<file path="config.mk">
export PLATFORM = sky130hd
export DESIGN_NAME = if_fetch_ctrl
export DESIGN_NICKNAME = d
export VERILOG_FILES = /design/src/rtl/if_fetch_ctrl_pkg.sv /design/src/rtl/pc_next_sel.sv /design/src/rtl/if_fetch_ctrl.sv
export SDC_FILE = /design/constraint.sdc
export NUM_CORES = 1
export LEC_CHECK = 0
export ABC_AREA = 1
export CAP_MARGIN = 20
export CORE_MARGIN = 1
export CORE_UTILIZATION = 55
export CTS_BUF_LIST = sky130_fd_sc_hd__clkbuf_4
export CTS_CLUSTER_DIAMETER = 30
export DETAILED_ROUTE_END_ITERATION = 8
export PLACE_DENSITY = 0.86
export SYNTH_ARGS = -nofsm -noshare
export SYNTH_HDL_FRONTEND = slang
export SYNTH_SLANG_ARGS = --single-unit
</file>
<file path="constraint.sdc">
create_clock -name clk -period 5.1 [get_ports clk]
set_input_delay 1.02 -clock clk [delete_from_list [all_inputs] [get_ports clk]]
set_output_delay 1.02 -clock clk [all_outputs]
set_load 0.02 [all_outputs]
</file>
<file path="src/rtl/if_fetch_ctrl_pkg.sv">
// rtl/if_fetch_ctrl_pkg.sv - shared pipeline types and constants for the fetch stage
package if_fetch_ctrl_pkg;

    localparam int XLEN   = 32;
    localparam int ADDR_W = 32;
    localparam logic [ADDR_W-1:0] RESET_PC_DEFAULT = 32'h0000_0000;

    typedef logic [XLEN-1:0]   word_t;
    typedef logic [ADDR_W-1:0] addr_t;

    typedef enum logic [1:0] {
        ST_FETCH = 2'd0,
        ST_DROP  = 2'd1,
        ST_HOLD  = 2'd2
    } fetch_state_t;

    typedef enum logic [1:0] {
        PC_HOLD   = 2'd0,
        PC_INC    = 2'd1,
        PC_BRANCH = 2'd2
    } pc_sel_t;

endpackage

</file>
<file path="src/rtl/pc_next_sel.sv">
// rtl/pc_next_sel.sv - next-PC select: hold, sequential increment, or word-aligned branch target
import if_fetch_ctrl_pkg::*;

module pc_next_sel (
    input  addr_t   pc,
    input  addr_t   branch_target,
    input  pc_sel_t sel,
    output addr_t   pc_plus4,
    output addr_t   pc_next
);

    // Increment wraps naturally modulo 2^32.
    assign pc_plus4 = pc + 32'd4;

    always_comb begin
        pc_next = pc;
        case (sel)
            PC_INC:    pc_next = pc_plus4;
            PC_BRANCH: pc_next = branch_target & 32'hFFFF_FFFC;
            default:   pc_next = pc;
        endcase
    end

endmodule

</file>
<file path="src/rtl/if_fetch_ctrl.sv">
// rtl/if_fetch_ctrl.sv - instruction fetch controller feeding the IF/ID latch
import if_fetch_ctrl_pkg::*;

module if_fetch_ctrl #(
    parameter addr_t RESET_PC = RESET_PC_DEFAULT
) (
    input  logic              clk,
    input  logic              rst,
    input  logic              pcsrc,
    input  logic [ADDR_W-1:0] branch_target,
    input  logic              stall,
    output logic              imem_req,
    output logic [ADDR_W-1:0] imem_addr,
    input  logic              imem_ready,
    input  logic [XLEN-1:0]   imem_rdata,
    output logic              ifid_valid,
    output logic [XLEN-1:0]   ifid_instr,
    output logic [ADDR_W-1:0] ifid_npc
);

    fetch_state_t state, state_d;
    pc_sel_t      pc_sel;
    addr_t        pc, pc_next, pc_plus4, req_addr, addr_d;
    word_t        buf_instr;
    logic         ld_mem, ld_buf, ifid_clr, buf_ld;

    pc_next_sel u_pc_next_sel (
        .pc            (pc),
        .branch_target (branch_target),
        .sel           (pc_sel),
        .pc_plus4      (pc_plus4),
        .pc_next       (pc_next)
    );

    assign imem_req  = !rst && (state != ST_HOLD);
    assign imem_addr = req_addr;

    always_comb begin
        state_d  = state;
        pc_sel   = PC_HOLD;
        addr_d   = req_addr;
        ld_mem   = 1'b0;
        ld_buf   = 1'b0;
        ifid_clr = 1'b0;
        buf_ld   = 1'b0;
        if (pcsrc) begin
            pc_sel   = PC_BRANCH;
            ifid_clr = 1'b1;
            // A request still in flight must be drained before the new pc is issued.
            if (state != ST_HOLD && !imem_ready) begin
                state_d = ST_DROP;
            end else begin
                state_d = ST_FETCH;
                addr_d  = pc_next;
            end
        end else begin
            case (state)
                ST_FETCH: begin
                    if (imem_ready) begin
                        if (stall) begin
                            buf_ld  = 1'b1;
                            state_d = ST_HOLD;
                        end else begin
                            ld_mem = 1'b1;
                            pc_sel = PC_INC;
                            addr_d = pc_next;
                        end
                    end else if (!stall) begin
                        ifid_clr = 1'b1;
                    end
                end
                ST_DROP: begin
                    if (!stall) ifid_clr = 1'b1;
                    if (imem_ready) begin
                        state_d = ST_FETCH;
                        addr_d  = pc;
                    end
                end
                ST_HOLD: begin
                    if (!stall) begin
                        ld_buf  = 1'b1;
                        pc_sel  = PC_INC;
                        addr_d  = pc_next;
                        state_d = ST_FETCH;
                    end
                end
                default: state_d = ST_FETCH;
            endcase
        end
    end

    always_ff @(posedge clk) begin
        if (rst) begin
            state      <= ST_FETCH;
            pc         <= RESET_PC;
            req_addr   <= RESET_PC;
            buf_instr  <= '0;
            ifid_valid <= 1'b0;
            ifid_instr <= '0;
            ifid_npc   <= '0;
        end else begin
            state    <= state_d;
            pc       <= pc_next;
            req_addr <= addr_d;
            if (pcsrc)       buf_instr <= '0;
            else if (buf_ld) buf_instr <= imem_rdata;
            if (ifid_clr) begin
                ifid_valid <= 1'b0;
            end else if (ld_mem || ld_buf) begin
                ifid_valid <= 1'b1;
                ifid_instr <= ld_mem ? imem_rdata : buf_instr;
                ifid_npc   <= pc_plus4;
            end
        end
    end

endmodule
</file>
==> impl_metrics.toml, run 1 <==
[status]
status = "finished, final reports clean"

[power]
power.internal_mw = 1.96
p_leak_nw = 3.76
p_clk_share_pct = 29.1
p_sw_uw = 862
p_per_area_nw_per_um2 = 298
ir_drop_uv = 217
switching_share_pct = 30.5
pwr-share-comb_pct = 20.7
seq_power_share_pct = 50.2

[grt]
grt_max_degree = 58
first_global_vias = 7268
overflow = 0
antenna_found_initial = 0
grt_usage_pct = 30.2
grt_pass1_wl_mm = 34.4

[detailed_routing]
first_iter_violations = 693
via_count = 7715
first_pass_iters = 5
drc = 0
vias_per_cell = 5.44
postRouteAntennaNets = 0
wire_per_inst_microns = 15.0
wirelength_mm = 21.2

[synthesis]
yosys-top-cells-count = "331 x nand2_1, 163 x dfxtp_1, 133 x nor2_1, 72 x o21ai_0, 66 x inv_1"
synth_top_area_cell = "dfxtp_1"
yosys_warnings = 0
synthMostInstantiatedCell = "nand2_1"
synth_edf_count = 0
synthTopCellsByArea = "dfxtp_1 43%, nand2_1 17%, nor2_1 6.6%"
ys_ff_latch = 163
synth_nets = 1168
yosysSeqAreaShare_pct = 43.3
yosysTopAreaCellShare_pct = 43.3
synthArstFlopShare_pct = 0
synth_ff_type = "dfxtp_1"
synthCells = 1095
synth_cell_type_count = 35
netlist_area_sq_um = 7530
syn_area_per_cell_sq_um = 6.88

[critical_path]
worstPathCellList = "clkdlybuf4s50_1, buf_4, nor2_1, clkdlybuf4s50_1"
arrival_ps = 2520
slowest_delay_ps = 560
cp.required_ps = 4080
crit_path_end_kind = "output port"
crit_fanout = 36
start_kind = "primary input"
r2r_slack_ps = 2650
crit_slowest_cell = "clkdlybuf4s50_1"
path_buf_inv = 3
rr_startpoint = "state[1]"
cp_num_cells = 4
critical_path.reg2reg.endpoint = "ifid_instr[20]"
worstRegToRegCells = 9
path_common_cell = "clkdlybuf4s50_1"
path_class = "in -> out"
crit_family = "buffers and inverters"

[clock_tree]
htree_levels = 4
cts_setup_buffers = 0
hold_buffers = 0
cts_inserted_buffers = 17
clk_latency_ps = 560
clkSinkCount = 163
cts.repair.resized = 0
path_clk_slew_ps = 120
tritoncts = "done"
clock_path_buffers = 2
clockRootBuffer = "clkbuf_4"

[min_path]
min_path_cells = 2
hold_start = "imem_addr[18]"
hold_end = "imem_addr[18]"
worstHoldPathType = "reg -> reg"

[timing]
slew_viol_final = 0
finClkSkew_ps = 20.4
slew_headroom_pct = 26.8
fmax_mhz = 282
setup_tns_ps = 0
setup_violations = 0
period_share_pct = 69.4
rsz0062_at_grt = "no"
worst_pin_slew_ps = 1100
period_needed_ps = 3540
final_hold_viol_count = 0

[finish]
finalNonFillerCells = 1418
finalNetCount = 1302
fillers = 1121
syn_to_final_growth_pct = 25.8
diodes = 0
drive_gt1_share_pct = 6.44

[floorplan]
die_h_microns = 119
io_pins = 167
initial_core_util_pct = 56.6
coreArea_sq_um = 13300
dieArea_sq_um = 14200
die_w_microns = 119
rows = 42

[job]
drv_cap = 0

[placement]
dpl.cell_count = 1386
gp_congestion = 0.970
dpl.hpwl_mm = 14.6
port_buffers = 164
registers in the layout (all words and copies together) (netlist names):
| name | count |
|---|---|
| ifid_npc | 32 |
| imem_addr | 32 |
| state | 2 |
| buf_instr | 32 |
| ifid_valid | 1 |
| pc | 32 |
| ifid_instr | 32 |
through the flow:
step / worst slack, ps / power, mW / util [%] / hold WS, ps / instance area (sq um)
floorplan: 2410 / 1.77 / - / 429 / 7530
global placement: 1250 / 2.01 / 68.9 / 437 / 9170
detailed placement: 1180 / 2.02 / 68.9 / 438 / 9170
CTS: 1570 / 2.83 / 71.2 / 462 / 9470
global route: 1530 / 2.95 / 71.2 / 476 / 9470
finish: 1560 / 2.82 / 71.2 / 457 / 9470
worst register-to-register path, stage by stage, from the launching register on:
cell and delay, ps:
dfxtp_1 330, inv_1 90, ha_1 290, nand3_1 110
nand2_1 150, inv_2 60, nor2_4 460, buf_4 560
o21ai_1 160, a31oi_1 160
worst max-delay path by stage:
stage / start / endpoint / slack (ps)
after detailed placement: pcsrc / imem_addr[5] / 1180
final: rst / imem_req / 1560
after global routing: rst / imem_req / 1530
after CTS: rst / imem_req / 1570
after global placement: pcsrc / imem_addr[8] / 1250
after floorplan: rst / imem_req / 2410
logic make-up (layout without fill, tap and decap cells):
family	after synthesis	after routing	synth area share (%)
adders and majority gates	4	4	0.665
DFF	163	163	43.3
and+or+nand+nor	546	546	29.3
buffers and inverters	134	281	7.71
xor gates and xnor gates	7	7	0.814
AOI/OAI and AO/OA	241	241	18.2
cells in the final DEF (no fill, tap or decap), drive strengths merged:
cell type,synthesis,layout
o211ai,6,6
o21ai,119,119
nand3b,1,1
inv,74,76
nand2,332,332
buf,33,9
a211oi,1,1
dfxtp,163,163
a21oi,71,71
ha,4,4
o31ai,1,1
bufinv,0,3
and2,1,1
nand3,60,60
o22a,2,2
clkinv,2,9
o211a,1,1
nor2,141,141
clkbuf,25,20
o21bai,1,1
xnor2,1,1
a31oi,39,39
clkdlybuf4s50,0,164
nor3,2,2
nand4,9,9
xor2,6,6
per-layer routing:
layer	global-route usage, %	share of wire [%]
met1	36.7	40
met2	48.8	46
met3	9.43	10
met4	13.9	3.3
met5	0	0
power by group through the flow:
| stage | combinational [mW] | clock [mW] | sequential, mW |
|---|---|---|---|
| after global routing | 0.631 | 0.891 | 1.43 |
| after CTS | 0.581 | 0.833 | 1.42 |
| final | 0.583 | 0.823 | 1.42 |
| after floorplan | 0.268 | 0 | 1.51 |
| after detailed placement | 0.578 | 0 | 1.44 |
| after global placement | 0.569 | 0 | 1.44 |
layout make-up:
type,instances,area [sq um],area share [%]
clock buffers,20,150,1.59
inverters,76,285,3.01
well taps,176,220,2.32
flip-flops and latches,163,3260,34.5
clock inverters,12,155,1.64
multi-input cells,798,3690,38.9
repair buffers,173,1710,18.0
Power figures use the tool's default switching activity.
==> run 2: changes to the inputs <==
- CORE_UTILIZATION: 55 -> 52
- PLACE_DENSITY: 0.86 -> 0.82
- clock period: 5.1 -> 3.69 ns (I/O delays scaled with it)
==> impl_metrics.toml, run 2 (synthesized netlist as in run 1, its figures left out) <==
[clock_tree]
hold_buffers = 0
clock_path_buffers = 2
cts_setup_buffers = 0
clkSinkCount = 163
cts_inserted_buffers = 17
clockRootBuffer = "clkbuf_4"
clk_latency_ps = 570
cts.repair.resized = 0
path_clk_slew_ps = 120
htree_levels = 4
tritoncts = "done"

[floorplan]
coreArea_sq_um = 14000
die_w_microns = 122
dieArea_sq_um = 15000
rows = 43
die_h_microns = 122
io_pins = 167
initial_core_util_pct = 53.8

[critical_path]
rr_startpoint = "state[1]"
crit_fanout = 4
start_kind = "flop"
worstPathCellList = "inv_1, ha_1, nor2_1, clkdlybuf4s50_1"
crit_start = "state[0]"
arrival_ps = 1970
path_buf_inv = 2
critical_path.reg2reg.endpoint = "ifid_npc[16]"
cp.required_ps = 2950
crit_family = "buffers and inverters"
path_class = "reg -> out"
crit_path_end_kind = "output port"
slowest_delay_ps = 610
crit_slowest_cell = "clkdlybuf4s50_1"
worstRegToRegCells = 9
r2r_slack_ps = 1560

[job]
drv_cap = 0

[timing]
fin_hold_ws_ps = 459
slew_viol_final = 0
setup_tns_ps = 0
fmax_mhz = 369
setup_ws_ps = 984
finClkSkew_ps = 13.6
period_needed_ps = 2710
setup_violations = 0
rsz0062_at_grt = "no"
period_share_pct = 73.3
worst_pin_slew_ps = 760
slew_headroom_pct = 49.3
final_hold_viol_count = 0

[finish]
seq_area_sq_um = 3260
final_core_util_pct = 67.8
finalNetCount = 1306
multi_input_area_sq_um = 3690
syn_to_final_growth_pct = 25.9
fillers = 1260
final_common_cell = "nand2_1"
diodes = 0
final_cell_mix = "331 x nand2_1, 164 x clkdlybuf4s50_1, 163 x dfxtp_1"
drive_gt1_share_pct = 6.59

[placement]
gp_congestion = 0.923
port_buffers = 164
preCtsSetupSlack_ps = 825
dpl.hpwl_mm = 14.5

[min_path]
hold_start = "imem_addr[21]"
worstHoldPathType = "reg -> reg"
min_path_cells = 2
hold_end = "imem_addr[21]"

[grt]
grt_usage_pct = 28.5
grt_max_degree = 58
grt_pass1_wl_mm = 33.4
antenna_found_initial = 0
overflow = 0
first_global_vias = 6984

[detailed_routing]
postRouteAntennaNets = 0
first_pass_iters = 8
first_iter_violations = 585
vias_per_cell = 5.33
via_count = 7591
drc = 0
wire_per_inst_microns = 14.6
wirelength_mm = 20.8

[status]
status = "finished, final reports clean"

[power]
p_per_area_nw_per_um2 = 398
p_leak_nw = 3.76
ir_drop_uv = 248
[run 2: worst max path at each step]
stage	endpoint	slack, ps	cells past startpoint
floorplan	imem_req	1560	3
global placement	imem_addr[2]	890	6
detailed placement	imem_addr[5]	830	6
CTS	imem_req	940	4
global route	imem_req	890	4
finish	imem_req	980	4
[run 2: per-stage QoR]
step / area, sq um / cells / total power, mW
5_1_grt: 9480 / 1425 / 3.95
4_1_cts: 9480 / 1425 / 3.79
2_1_floorplan: 7530 / 1095 / 2.45
3_5_place_dp: 9230 / 1394 / 2.80
6_report: 9480 / 1425 / 3.77
3_3_place_gp: 9230 / 1394 / 2.79
[run 2: power breakdown]
| group | total (mW) | internal [mW] | leakage [nW] | switching (mW) |
|---|---|---|---|---|
| logic | 0.810 | 0.343 | 2.29 | 0.467 |
| registers | 1.96 | 1.88 | 1.33 | 0.0797 |
| clock network | 1.00 | 0.391 | 0.136 | 0.612 |
| total | 3.77 | 2.61 | 3.76 | 1.16 |
[run 2: layout make-up]
type	instances	area share, %
Timing Repair Buffer	177	18.6
Clock inverter	13	1.25
Tap cell	180	2.38
Inverter	76	3.01
Multi-Input combinational cell	798	38.9
Clock buffer	18	1.43
Sequential cell	163	34.4
[run 2: worst register-to-register path: cells and delay by family (launching register included)]
kind	cells	cell delay (ps)
buf+inv	3	400
compound gates	1	270
fa+ha+maj	1	290
flops	1	340
simple gates	4	750
[run 2: routing by layer]
metal  share of wire, %  wire length, microns  up-vias  GRT usage, %
met5                  0                     0        -             0
met4                3.8                   798        0          15.2
met3                8.6                  1780       58          8.78
met2                 45                  9440      285          44.5
met1                 42                  8750     3400          35.0
li1                   -                     -     3848             -
==> run 3: changes to the inputs <==
- CORE_UTILIZATION: 52 -> 47
- PLACE_DENSITY: 0.82 -> 0.78
- clock period: 3.69 -> 2.25 ns (I/O delays scaled with it)
==> impl_metrics.toml, run 3 (synthesized netlist as in run 1, its figures left out) <==
[critical_path]
start_kind = "flop"
arrival_ps = 1600
worstPathCellList = "clkdlybuf4s50_1"
crit_start = "imem_addr[31]"
rr_startpoint = "pc[2]"
cp.required_ps = 1800
crit_slowest_cell = "clkdlybuf4s50_1"
path_buf_inv = 1
crit_fanout = 2
path_class = "reg -> out"
crit_path_end_kind = "output port"
slowest_delay_ps = 620
crit_family = "buffers and inverters"

[placement]
port_buffers = 164
dpl_cell_area_sq_um = 9620
preCtsSetupSlack_ps = -57.4
gp_congestion = 0.981
dpl.hpwl_mm = 15.6

[finish]
finalNetCount = 1333
final_area_sq_um = 9880
syn_to_final_growth_pct = 31.3
final_common_cell = "nand2_1"
final_cell_mix = "331 x nand2_1, 163 x dfxtp_1, 163 x clkdlybuf4s50_1"
drive_gt1_share_pct = 8.88
diodes = 0
fillers = 1408
final_core_util_pct = 64.1

[floorplan]
io_pins = 167
rows = 45
dieArea_sq_um = 16500
initial_core_util_pct = 48.8
die_w_microns = 129
coreArea_sq_um = 15400
die_h_microns = 129

[timing]
setup_violations = 0
finClkSkew_ps = 26.2
setup_ws_ps = 202
setup_tns_ps = 0
period_share_pct = 91.0
slew_headroom_pct = 70.3
rsz0062_at_grt = "no"
period_needed_ps = 2050
final_hold_viol_count = 0
worst_pin_slew_ps = 445
fmax_mhz = 488
slew_viol_final = 0

[clock_tree]
clkSinkCount = 163
clockRootBuffer = "clkbuf_4"
path_clk_slew_ps = 140
cts_setup_buffers = 0
clk_latency_ps = 570
htree_levels = 4
hold_buffers = 0
tritoncts = "done"
cts_inserted_buffers = 17
clock_path_buffers = 2

[power]
p_total_mw = 6.39
ir_drop_uv = 610
p_per_area_nw_per_um2 = 646
p_leak_nw = 3.95

[grt]
grt_usage_pct = 27.3
grt_max_degree = 46
first_global_vias = 7185
antenna_found_initial = 0
overflow = 0
grt_pass1_wl_mm = 35.4

[detailed_routing]
first_iter_violations = 552
wl_met2_mm = 10.1
routed.top_layer = "met4"
postRouteAntennaNets = 0
wire_per_inst_microns = 14.7
met1Wirelength_mm = 9.63
wirelength_mm = 21.8
met3_length_mm = 1.84
via_count = 7570
first_pass_iters = 8
vias_per_cell = 5.10
drc = 0

[job]
drv_cap = 0

[min_path]
worstHoldPathType = "reg -> reg"
hold_start = "imem_addr[10]"

[status]
status = "finished, final reports clean"
run 3: changes by cell type in the layout (fill, tap and decap cells not counted), sizes merged:
| cell | delta |
|---|---|
| buf | +27 |
| clkbuf | +1 |
| clkdlybuf4s50 | -1 |
| clkinv | -2 |
| clkinvlp | +1 |
| inv | +2 |
run 3: cell type report:
| type | count | area, sq um | area share, % |
|---|---|---|---|
| clock inverters | 14 | 136 | 1.38 |
| well taps | 211 | 264 | 2.67 |
| inverters | 76 | 285 | 2.89 |
| flip-flops and latches | 163 | 3260 | 33.0 |
| clock buffers | 18 | 135 | 1.37 |
| repair buffers | 204 | 2110 | 21.4 |
| multi-input cells | 798 | 3690 | 37.3 |
run 3: timing repair:
item	CTS	global route
cloned	0	0
setup endpoints to repair	1	1
gates resized for setup	1	2
run 3: path summary, 6_finish.rpt:
kind / to / slack (ps) / depth (start not counted)
worst max-delay path: imem_addr[31] / 200 / 1
worst min-delay path: imem_addr[10] / 460 / 2
worst max register to register: imem_addr[12] / 240 / 9
worst min register to register: imem_addr[10] / 460 / 2
run 3: per-stage QoR:
step           hold slack (ps)  cells
6_report                   456   1484
5_1_grt                    415   1484
4_1_cts                    417   1484
3_5_place_dp               439   1452
3_3_place_gp               438   1452
2_1_floorplan              429   1095
run 3: power by group:
group | switching [mW] | internal, mW | total, mW
Sequential | 0.132 | 3.08 | 3.21
Combinational | 0.792 | 0.652 | 1.44
Clock | 1.07 | 0.663 | 1.73
run 3: per-layer routing:
layer | track usage (%) | vias up
met5 | 0 | -
met4 | 7.54 | 0
met3 | 9.85 | 19
met2 | 45.0 | 241
met1 | 33.7 | 3405
li1 | - | 3905
